## src/rtl/lsu_pkg.sv

```systemverilog
// Shared types and default widths for the LSU memory port.
package lsu_pkg;

    localparam int ADDR_W_DEF     = 32;
    localparam int DATA_W_DEF     = 32;
    localparam int TAG_W_DEF      = 4;
    localparam int RESP_DEPTH_DEF = 4;

    typedef struct packed {
        logic                  is_store;
        logic [ADDR_W_DEF-1:0] addr;
        logic [DATA_W_DEF-1:0] wdata;
        logic [TAG_W_DEF-1:0]  tag;
    } lsu_req_t;

    typedef struct packed {
        logic [DATA_W_DEF-1:0] data;
        logic [TAG_W_DEF-1:0]  tag;
    } lsu_ld_t;

    // Width of a counter that must hold 0..depth inclusive.
    function automatic int cred_w(input int depth);
        return $clog2(depth + 1);
    endfunction

endpackage

```

## src/rtl/lsu_fifo.sv

```systemverilog
// Synchronous show-ahead FIFO: dout_o is the head entry whenever empty_o is low.
module lsu_fifo #(
    parameter int WIDTH = 8,
    parameter int DEPTH = 4
) (
    input  logic             clk,
    input  logic             rst,
    input  logic             push_i,
    input  logic [WIDTH-1:0] din_i,
    input  logic             pop_i,
    output logic [WIDTH-1:0] dout_o,
    output logic             empty_o,
    output logic             full_o
);

    localparam int AW = $clog2(DEPTH);

    logic [WIDTH-1:0] mem_q [DEPTH];
    logic [AW:0]      wptr_q, rptr_q;

    assign empty_o = (wptr_q == rptr_q);
    assign full_o  = (wptr_q[AW] != rptr_q[AW]) && (wptr_q[AW-1:0] == rptr_q[AW-1:0]);
    assign dout_o  = mem_q[rptr_q[AW-1:0]];

    // Pointer update; the extra MSB distinguishes full from empty.
    always_ff @(posedge clk) begin
        if (rst) begin
            wptr_q <= '0;
            rptr_q <= '0;
        end else begin
            if (push_i) wptr_q <= wptr_q + 1'b1;
            if (pop_i)  rptr_q <= rptr_q + 1'b1;
        end
    end

    // Storage write; contents need no reset since pointers gate visibility.
    always_ff @(posedge clk) begin
        if (push_i) mem_q[wptr_q[AW-1:0]] <= din_i;
    end

    a_no_overflow:  assert property (@(posedge clk) disable iff (rst) !(push_i && full_o));
    a_no_underflow: assert property (@(posedge clk) disable iff (rst) !(pop_i && empty_o));

endmodule

```

## src/rtl/lsu_mem_port.sv

```systemverilog
// LSU initiator port to the single-port memory. Credit-limited so every
// issued read has a guaranteed response-buffer slot.
// Optional feature: LSU_PERF_CNT_EN adds stat_loads/stat_stores/stat_stall counters.
module lsu_mem_port
    import lsu_pkg::*;
#(
    parameter int ADDR_W     = ADDR_W_DEF,
    parameter int DATA_W     = DATA_W_DEF,
    parameter int TAG_W      = TAG_W_DEF,
    parameter int RESP_DEPTH = RESP_DEPTH_DEF
) (
    input  logic              clk,
    input  logic              rst,
    input  logic              req_valid,
    output logic              req_ready,
    input  logic              req_is_store,
    input  logic [ADDR_W-1:0] req_addr,
    input  logic [DATA_W-1:0] req_wdata,
    input  logic [TAG_W-1:0]  req_tag,
    output logic              ld_valid,
    input  logic              ld_ready,
    output logic [DATA_W-1:0] ld_data,
    output logic [TAG_W-1:0]  ld_tag,
    output logic              mem_rd_valid,
    output logic [ADDR_W-1:0] mem_rd_addr,
    input  logic              mem_rd_resp,
    input  logic [DATA_W-1:0] mem_rd_data,
    output logic              mem_wr_valid,
    output logic [ADDR_W-1:0] mem_wr_addr,
    output logic [DATA_W-1:0] mem_wr_data,
    output logic              err_spurious
`ifdef LSU_PERF_CNT_EN
    ,
    output logic [31:0]       stat_loads,
    output logic [31:0]       stat_stores,
    output logic [31:0]       stat_stall
`endif
);

    localparam int CW = cred_w(RESP_DEPTH);

    typedef struct packed {
        logic [ADDR_W-1:0] addr;
        logic [DATA_W-1:0] wdata;
        logic [TAG_W-1:0]  tag;
    } cmd_t;

    typedef struct packed {
        logic [DATA_W-1:0] data;
        logic [TAG_W-1:0]  tag;
    } ld_t;

    logic [CW-1:0] credits_q, credits_d;
    cmd_t          cmd_q;
    logic          rd_v_q, wr_v_q, err_q;
    logic          accept, ld_acc, ld_pop, tag_pop;
    logic [TAG_W-1:0] tag_head;
    logic          tag_empty, tag_full, resp_empty, resp_full;
    ld_t           ld_head;

    assign req_ready = (credits_q != '0);
    assign accept    = req_valid && req_ready;
    assign ld_acc    = accept && !req_is_store;
    assign ld_pop    = ld_valid && ld_ready;
    assign tag_pop   = mem_rd_resp && !tag_empty;

    assign mem_rd_valid = rd_v_q;
    assign mem_wr_valid = wr_v_q;
    assign mem_rd_addr  = cmd_q.addr;
    assign mem_wr_addr  = cmd_q.addr;
    assign mem_wr_data  = cmd_q.wdata;
    assign err_spurious = err_q;

    assign ld_valid = !resp_empty;
    assign ld_data  = ld_head.data;
    assign ld_tag   = ld_head.tag;

    // Credits: a load takes a slot on accept, a consumer pop returns it.
    always_comb begin
        credits_d = credits_q;
        if (ld_acc && !ld_pop)      credits_d = credits_q - CW'(1);
        else if (!ld_acc && ld_pop) credits_d = credits_q + CW'(1);
    end

    // Credit register and one-cycle registered memory command.
    always_ff @(posedge clk) begin
        if (rst) begin
            credits_q <= CW'(RESP_DEPTH);
            rd_v_q    <= 1'b0;
            wr_v_q    <= 1'b0;
            cmd_q     <= '0;
        end else begin
            credits_q <= credits_d;
            rd_v_q    <= ld_acc;
            wr_v_q    <= accept && req_is_store;
            if (accept) cmd_q <= '{addr: req_addr, wdata: req_wdata, tag: req_tag};
        end
    end

    // Sticky flag for a read response arriving with nothing outstanding.
    always_ff @(posedge clk) begin
        if (rst)                           err_q <= 1'b0;
        else if (mem_rd_resp && tag_empty) err_q <= 1'b1;
    end

    // Tags of reads issued to memory, consumed in order by responses.
    lsu_fifo #(.WIDTH(TAG_W), .DEPTH(RESP_DEPTH)) u_tag_fifo (
        .clk     (clk),
        .rst     (rst),
        .push_i  (rd_v_q),
        .din_i   (cmd_q.tag),
        .pop_i   (tag_pop),
        .dout_o  (tag_head),
        .empty_o (tag_empty),
        .full_o  (tag_full)
    );

    // Returned load data waiting for the consumer.
    lsu_fifo #(.WIDTH($bits(ld_t)), .DEPTH(RESP_DEPTH)) u_resp_fifo (
        .clk     (clk),
        .rst     (rst),
        .push_i  (tag_pop),
        .din_i   ({mem_rd_data, tag_head}),
        .pop_i   (ld_pop),
        .dout_o  (ld_head),
        .empty_o (resp_empty),
        .full_o  (resp_full)
    );

`ifdef LSU_PERF_CNT_EN
    logic [31:0] st_ld_q, st_st_q, st_stall_q;
    assign stat_loads  = st_ld_q;
    assign stat_stores = st_st_q;
    assign stat_stall  = st_stall_q;

    // Event counters; wrap naturally at 2^32.
    always_ff @(posedge clk) begin
        if (rst) begin
            st_ld_q    <= '0;
            st_st_q    <= '0;
            st_stall_q <= '0;
        end else begin
            if (ld_acc)                   st_ld_q    <= st_ld_q + 32'd1;
            if (accept && req_is_store)   st_st_q    <= st_st_q + 32'd1;
            if (req_valid && !req_ready)  st_stall_q <= st_stall_q + 32'd1;
        end
    end
`endif

    a_cred_max:   assert property (@(posedge clk) disable iff (rst) credits_q <= CW'(RESP_DEPTH));
    a_cred_under: assert property (@(posedge clk) disable iff (rst) !(ld_acc && credits_q == '0));
    a_cred_over:  assert property (@(posedge clk) disable iff (rst)
                                   !(ld_pop && !ld_acc && credits_q == CW'(RESP_DEPTH)));
    a_tag_room:   assert property (@(posedge clk) disable iff (rst) !(rd_v_q && tag_full && !tag_pop));
    a_resp_room:  assert property (@(posedge clk) disable iff (rst) !(tag_pop && resp_full && !ld_pop));
    a_one_cmd:    assert property (@(posedge clk) disable iff (rst) !(rd_v_q && wr_v_q));

endmodule

```

## config.mk

```make
export PLATFORM = sky130hd
export DESIGN_NAME = lsu_mem_port
export DESIGN_NICKNAME = d
export VERILOG_FILES = /design/src/rtl/lsu_pkg.sv /design/src/rtl/lsu_fifo.sv /design/src/rtl/lsu_mem_port.sv
export SDC_FILE = /design/constraint.sdc
export NUM_CORES = 1
export LEC_CHECK = 0
export ABC_AREA = 1
export CORE_ASPECT_RATIO = 1.25
export CORE_MARGIN = 5
export CORE_UTILIZATION = 25
export CTS_CLUSTER_DIAMETER = 60
export DETAILED_ROUTE_END_ITERATION = 10
export SYNTH_ARGS = -nofsm -noshare
export SYNTH_HDL_FRONTEND = slang
export SYNTH_HIERARCHICAL = 1
export SYNTH_SLANG_ARGS = --single-unit
```

## constraint.sdc

```tcl
create_clock -name clk -period 3.3 [get_ports clk]
set_input_delay 0.66 -clock clk [delete_from_list [all_inputs] [get_ports clk]]
set_output_delay 0.66 -clock clk [all_outputs]
set_load 0.005 [all_outputs]
```

Word level (Yosys, flattened, before mapping)
Memories as Yosys holds them, arrays and structs flattened. A register that Yosys moved wholly into a read port is not among the register bits.
Cells that the tools add are included.
W data, S select, Z words.
- RAM bits: 160
- register bits after elaboration: 86
- memories: 2
- output and inout bits: 137
- logic and storage cells: 46
- reduce and logical (&&, ||, !) cells: 15
- mux-type cells: 10
- add/subtract/negate cells: 6
- equality and inequality tests: 2
- memories (memory ; words ; width ; rd ports ; clocked after memory_dff ; write ports ; line ; text):
    u_resp_fifo.mem_q ; 4 ; 36 ; 1 ; 1 ; 1 ; lsu_fifo.sv:18 ; logic [WIDTH-1:0] mem_q [DEPTH];
    u_tag_fifo.mem_q ; 4 ; 4 ; 1 ; 1 ; 1 ; lsu_fifo.sv:18 ;
- operator list (cell ; number):
    $add A3 B1 Y3 const B ; 5
    $logic_and A1 B1 Y1 ; 8
    $mux W2 ; 4
    $eq A3 B3 Y1 ; 2
    $mux W3 ; 2
    $logic_not A1 Y1 ; 5
    $mux W1 ; 4
    $reduce_bool A3 Y1 ; 1
    $sub A3 B1 Y3 const B ; 1
    $reduce_bool A2 Y1 ; 1

Depth between registers and ports, before layout
Gate-level depths: netlist (run 1).
- depth after elaboration: 7
- gate-level depth with buffers: 15

Cells and area by module
The synthesis (run 1) kept the hierarchy.
- by module, submodules not included (module ; cells an instance ; instances ; area an instance (µm²)):
    lsu_fifo at u_resp_fifo ; 473 ; 1 ; 6278.5
    lsu_mem_port ; 580 ; 1 ; 4043.9
    lsu_fifo at u_tag_fifo ; 102 ; 1 ; 1051.0

Worst setup path before layout (run 1)
No wires, ideal clock.
- path kind: register to register
- start: register u_tag_fifo.wptr_q[0]
- end: memory u_resp_fifo/mem_q[0][0] (netlist name) (enable)
- path buffers: 0
- data required time: 2.909 ns
- slack: 1.075 ns
- library setup time: 0.391 ns
- data arrival time: 1.834 ns
- stages on the path, launching flop included: 9
- path through: dfxtp_1 > inv_1 > nand2_1 > nand2_1 > nand2_1 > nor2_1 > nor2_1 > nand2_1 > inv_1
- word-level cells in the longest chain between the ends: 5
- ends and longest elaborated chain (element ; line ; text):
    start, declared ; lsu_fifo.sv:19 ; logic [AW:0] wptr_q, rptr_q;
    start signal, assigned ; lsu_fifo.sv:31 ; if (push_i) wptr_q <= wptr_q + 1'b1;
    $eq A3 B3 Y1 ; lsu_fifo.sv:21 ; assign empty_o = (wptr_q == rptr_q);
    named net tag_empty ; lsu_mem_port.sv:58 ; logic tag_empty, tag_full, resp_empty, resp_full;
    $logic_not A1 Y1 ; lsu_mem_port.sv:65 ; assign tag_pop = mem_rd_resp && !tag_empty;
    $logic_and A1 B1 Y1 ; lsu_mem_port.sv:65 ;
    named net tag_pop ; lsu_mem_port.sv:56 ; logic accept, ld_acc, ld_pop, tag_pop;
    $mux W1 ; lsu_fifo.sv:38 ; if (push_i) mem_q[wptr_q[AW-1:0]] <= din_i;
    $mux W1 (implied by the code) ; lsu_fifo.sv:38 ;
    end, declared ; lsu_fifo.sv:18 ;
The timed path passes the listed nets, and every way through them passes these cells.

==> results.txt, run 1 <==
* Post-Route WL: 26600 um
- The first global-routing pass estimated 42700 um of wire.
* Antenna violations before repair: 0
- Synthesized area: 11400 um2
- Count of warnings emitted by yosys: 6
* Insertion delay of the later-clocked pin in the worst-skew pair: 0.56 ns
- In the routed design, unresolved DRC markers number 0.
- Counting along the longest clock path gives a buffer depth of 3.
- Classification of the worst-slack hold path: input pin to flip-flop
* Clock tree from TritonCTS: done
- Leaving out fill and tap cells, the most frequent cell in the layout is clkdlybuf4s50_1.
- The number of hold violations in the final report came to 0.
* Number of nets with antenna violations after detailed routing: 0
- Across the VDD grid, the largest voltage drop is 0.287 mV.
* Capture instance of the worst register-to-register path: credits_q[2]
- For the final routed database, the setup TNS stands at 0 ns.
* Reg-to-reg slack, setup: 1.31 ns
* Clock H-tree levels: 1
- STA classifies the critical path startpoint as a flip-flop.
- For this run, the total global-route usage over all layers was measured as 10.4%.
- At the pin with the least slew margin, the transition time is 0.775 ns.
- The total area inside the core boundary comes to 45100 um2.
- At the placement stage, the worst setup path has a slack of 0.775 ns.
* Result of the run: completed
- Worst Clk Skew: 0.0211 ns
- Highest clock frequency the design can meet: 0.328 GHz
* Post-CTS repair timing setup buffer count: 0
- Width of the die: 201 um
- Across all hold checks on the routed design, the worst slack comes to 0.430 ns.
* Port Buffers: 242
- Routed wire length per instance: 14.1 um
- Dividing the detail-routed via count by the number of cells gives 4.10.
- Count of endpoints failing setup in the final report: 0
- For hold timing, the worst endpoint is mem_rd_addr[4].
- Max-slew violation total from the final report: 0
- Total global routing overflow: 0
- Number of cells produced by synthesis: 1153
- Final worst-path setup slack: 0.253 ns
- Overall power consumption after layout is estimated at 0.0100 W.
- CTS Root Buffer Type: clkbuf_16
- CTS sink cnt: 250
* Number of buffers created by CTS: 29
- Synthesized netlist net count: 1271
* Max transition margin: 48.3%
- Final estimated routing congestion in global placement: 0.748
- The die is 248 um tall.
- Cts hold-fix bufs: 0
- For the worst setup path, the data arrival time is 2.39 ns.
* Detailed placer's ending HPWL: 17900 um
* Leakage dissipation: 5.90 nW
* DIE AREA: 49900 um2
- Entering global routing, the biggest net connects 134 pins.
- Counting cells, the worst reg-to-reg path comes to 14.
- In this run the most critical hold path is launched from req_valid.
* CP endpoint kind: output port
* NumNets Final: 1401
- Power density normalized to cell area: 692 nW/um2
* Total number of placement rows: 87
- In this run the count of I/O pins placed on the die edge is 243.
- A synthesized cell averages 9.86 um2.
* Period Utilization, post-route: 92.3%
* Minimum period implied by the final worst setup slack: 3.05 ns
* Hold-critical path depth: 3
* Number of iterations in the first detailed-routing pass: 4
- The library cells used most frequently in the layout, excluding fill and tap cells, are clkdlybuf4s50_1 (241), nand2_1 (216), inv_1 (172).
- STA puts the critical path data required time at 2.64 ns.
* Effective utilization at floorplan: 25.2%
- Of all nets on the critical path, the largest fanout is 36.
- Clock-pin slew of the registers on the worst-case setup and hold paths: 0.06 ns
* Kind of critical path: flip-flop to output port
- 0 antenna diodes ended up in the layout.
- Number of global-route vias before repair: 7903
* Via Count: 7720
- Post-CTS repair changed the size of 0 cells.
* Iter 0 DRT Violations: 209
* Share of cells above drive strength 1: 8.12%
* Worst reg2reg startpoint: u_resp_fifo/wptr_q[0]
- Area growth syn-to-layout: 27.7%
- Across the run, the number of max-cap violations was 0.
* Unrepaired setup endpoints after global routing: false
## through the flow
step,util [%],cells,cell area [um2]
floorplan,-,1153,11400
global placement,30.2,1830,13600
detailed placement,30.2,1830,13600
CTS,32.2,1884,14500
global route,32.2,1884,14500
finish,32.2,1884,14500
## cell type report
type / instances / area (um2)
Timing Repair Buffer: 258 / 2670
Clock buffer: 41 / 805
Clock inverter: 13 / 114
Tap cell: 578 / 723
Multi-Input combinational cell: 563 / 2920
Sequential cell: 250 / 6610
Fill cell: 4631 / 30600
Inverter: 181 / 682
## critical path, cell delays in order (launching register included)
cell	delay, ns
dfxtp_2	0.46
inv_4	0.51
o211ai_2	0.22
nand2_1	0.11
clkdlybuf4s50_1	0.51
## sequential cells by signal, indices dropped and copies added, names as in the netlist, named ones only
signal	count
mem_rd_addr	32
u_tag_fifo/wptr_q	3
u_resp_fifo/wptr_q	3
u_resp_fifo/rptr_q	3
u_resp_fifo/mem_q	144
mem_wr_data	32
cmd_q	4
err_spurious	1
credits_q	3
mem_wr_valid	1
u_tag_fifo/mem_q	16
u_tag_fifo/rptr_q	3
mem_rd_valid	1
## worst max-delay path by stage
stage	from	endpoint	slack, ns	depth (start not counted)
floorplan	mem_rd_resp	u_resp_fifo/mem_q[0][0]	1.09	4
global placement	flip-flop	ld_data[23]	0.80	4
detailed placement	flip-flop	ld_data[29]	0.78	4
CTS	flip-flop	ld_data[29]	0.17	4
global route	flip-flop	ld_tag[3]	0.1	4
finish	flip-flop	ld_data[16]	0.25	4
## layer usage
layer | global-route usage, % | vias up | routed length [um]
li1 | - | 3915 | -
met1 | 12.4 | 3524 | 11100
met2 | 17.8 | 244 | 12700
met3 | 4.00 | 37 | 2290
met4 | 2.73 | 0 | 542
met5 | 0 | - | 0
## power breakdown
group / total [W] / internal, W / switching [W]
registers: 0.00391 / 0.00363 / 0.000278
clock network: 0.00308 / 0.00179 / 0.00129
logic: 0.00305 / 0.00157 / 0.00148
total: 0.0100 / 0.00699 / 0.00305
Note: power is estimated with default switching activity, not from simulation.
==> run 2, diff against run 1 <==
Settings changed: CTS_BUF_LIST set to sky130_fd_sc_hd__clkbuf_4 sky130_fd_sc_hd__clkbuf_8.
==> results.txt, run 2 (synthesis results as in run 1) <==
- Counting the buffers created by CTS gives 45.
* Highest-count cells in the layout ignoring fill and taps: clkdlybuf4s50_1 (241), nand2_1 (216), inv_1 (172)
* Leakage dissipation: 5.92 nW
- Slew @ Worst Pin: 0.771 ns
* Core outline area: 45100 um2
- Global routing used 10.6% of the available tracks across all layers.
- Reg-to-reg slack, setup: 1.33 ns
- I/O pins: 243
- Hold-critical path depth: 3
- DIE AREA: 49900 um2
- Measured along the x axis, the die boundary spans 201 um.
* # Max-Cap Violations: 0
* Clock power frac: 29.3%
- Cell Int Power: 0.00676 W
- Clock H-tree levels: 2
* Number of fillers in the final layout: 4637
- Startpoint type of the worst setup path: flip-flop
- Maximum number of buffers from clock root to sink: 3
- Measured against its own limit, the worst slew margin works out to 48.6%.
- In this run the critical register-to-register path is launched from u_resp_fifo/wptr_q[0].
- Via Count: 7797
- The register with the most flip-flops in the layout has 144 of them.
- For this design the ratio of total power to cell area is 680 nW/um2.
* Sequential group share of total power: 39.7%
- During placement, the flow inserted port buffers numbering 242.
- Setup violations remaining at the end of the flow were counted as 0.
- Dividing the detail-routed wire length by the instance count gives 14.2 um.
- Post-CTS repair changed the size of 0 cells.
* Detailed placer's ending HPWL: 17900 um
- In this run the clock root is driven by a clkbuf_8.
- Switching pwr: 0.00309 W
* NumNets Final: 1417
* Critical-path maximum fanout: 36
- Worst setup path end: ld_data[29]
* Share of cells above drive strength 1: 10.3%
- Using the TritonRoute via totals, the vias-per-cell ratio works out to 4.07.
- Net switching is 31.4% of the power.
* Leading cell type in the layout, fill and taps excluded: clkdlybuf4s50_1
* Classification of the worst-slack hold path: input pin to flip-flop
- Maximum number of pins on one net before global-route repair: 134
- Setup repair after global routing left no endpoint under its margin.
* Cells on worst reg2reg path: 14
* Total number of placement rows: 87
- Largest voltage drop on the vdd net: 0.286 mV
- Antenna violations before repair: 0
- Diode insertion count for antenna repair: 0
- In this run the critical register-to-register path is captured at credits_q[2].
* Result of the run: completed
- The congestion estimate from routability-driven global placement came to 0.748.
* Proportion of power drawn by combinational gates: 31.0%
- STA classifies the critical path endpoint as an output port.
- Clock-pin slew of the registers on the worst-case setup and hold paths: 0.06 ns
- Minimum period implied by the final worst setup slack: 3.08 ns
- Post-Route WL: 27100 um
* Effective utilization at floorplan: 25.2%
- Wire length of the first global-routing pass: 43200 um
- Derived from the worst setup path, the maximum achievable clock frequency is 0.325 GHz.
- The first TritonRoute pass finished after 4 iterations.
- The total count of max-transition violations in the final report is 0.
- In this run the vertical extent of the chip is 248 um.
* Insertion delay of the later-clocked pin in the worst-skew pair: 0.58 ns
- The area growth from synthesis to layout is 27.5%.
* Worst Path Arrival: 2.42 ns
- The number of hold violations in the final report was 0.
- The setup path with the least slack is of type flip-flop to output port.
- Setup TNS: 0 ns
- After clock tree synthesis, the flow added hold-fix buffers numbering 0.
- Post-CTS repair timing setup buffer count: 0
- In this run the remaining antenna-violating nets after routing total 0.
- Total power draw: 0.00985 W
- Required time of the critical path: 2.64 ns
- Worst Clk Skew: 0.0265 ns
* Period Utilization, post-route: 93.2%
- Once layout is complete, the utilization of the core stands at 32.2%.
- DRC viols: 0
- CTS saw 250 sinks.
- In this run, the number of DRC markers left after iteration 0 of detailed routing was 195.
- Hold is met by 0.410 ns.
* Number of global-route vias before repair: 8009
- For this run the aggregate overflow at the end of global routing stands at 0.
- Clock tree from TritonCTS: done
-- run 2: cell count changes in the layout (fill, tap and decap cells not counted), sizes merged --
cell and delta:
bufinv -1, clkbuf +25, clkinv +9, inv -3
-- run 2: final cells by class --
type                    instances  area, um2  area share [%]
clock buffers                  66        790            5.45
clock inverters                18        108           0.742
inverters                     181        682            4.70
multi-input cells             563       2920            20.1
flip-flops and latches        250       6610            45.6
well taps                     578        723            4.99
repair buffers                258       2670            18.4
-- run 2: per-stage QoR --
stage / instance area [um2] / instances / worst slack, ns
2_1_floorplan: 11400 / 1153 / 1.09
3_3_place_gp: 13600 / 1830 / 0.795
3_5_place_dp: 13600 / 1830 / 0.775
4_1_cts: 14500 / 1914 / 0.143
5_1_grt: 14500 / 1914 / 0.0687
6_report: 14500 / 1914 / 0.224
-- run 2: worst min-delay path by stage --
stage | start | end | slack, ns
floorplan | credits_q[2] | credits_q[2] | 0.45
global placement | err_spurious | err_spurious | 0.46
detailed placement | err_spurious | err_spurious | 0.46
CTS | req_valid | mem_rd_addr[4] | 0.37
global route | req_valid | mem_rd_valid | 0.39
finish | req_valid | mem_rd_addr[4] | 0.41
-- run 2: worst max-delay path: stages (launching register included) --
cell and delay (ns):
dfxtp_2 0.46, inv_4 0.52, o211ai_1 0.22, nand2_1 0.12, clkdlybuf4s50_1 0.52
-- run 2: power by group through the flow --
stage	clock, W	sequential (W)	combinational [W]
after detailed placement	0	0.00398	0.00312
after global placement	0	0.00397	0.00307
after global routing	0.00317	0.00396	0.00338
after CTS	0.00303	0.00392	0.00313
after floorplan	0	0.00381	0.00199
final	0.00289	0.00391	0.00305
-- run 2: metal layers --
metal	up-vias	track usage [%]	share of wire, %
met3	47	4.43	8.9
met5	-	0	0
li1	3952	-	-
met1	3525	12.3	42
met2	273	17.9	47
met4	0	3.56	2.6
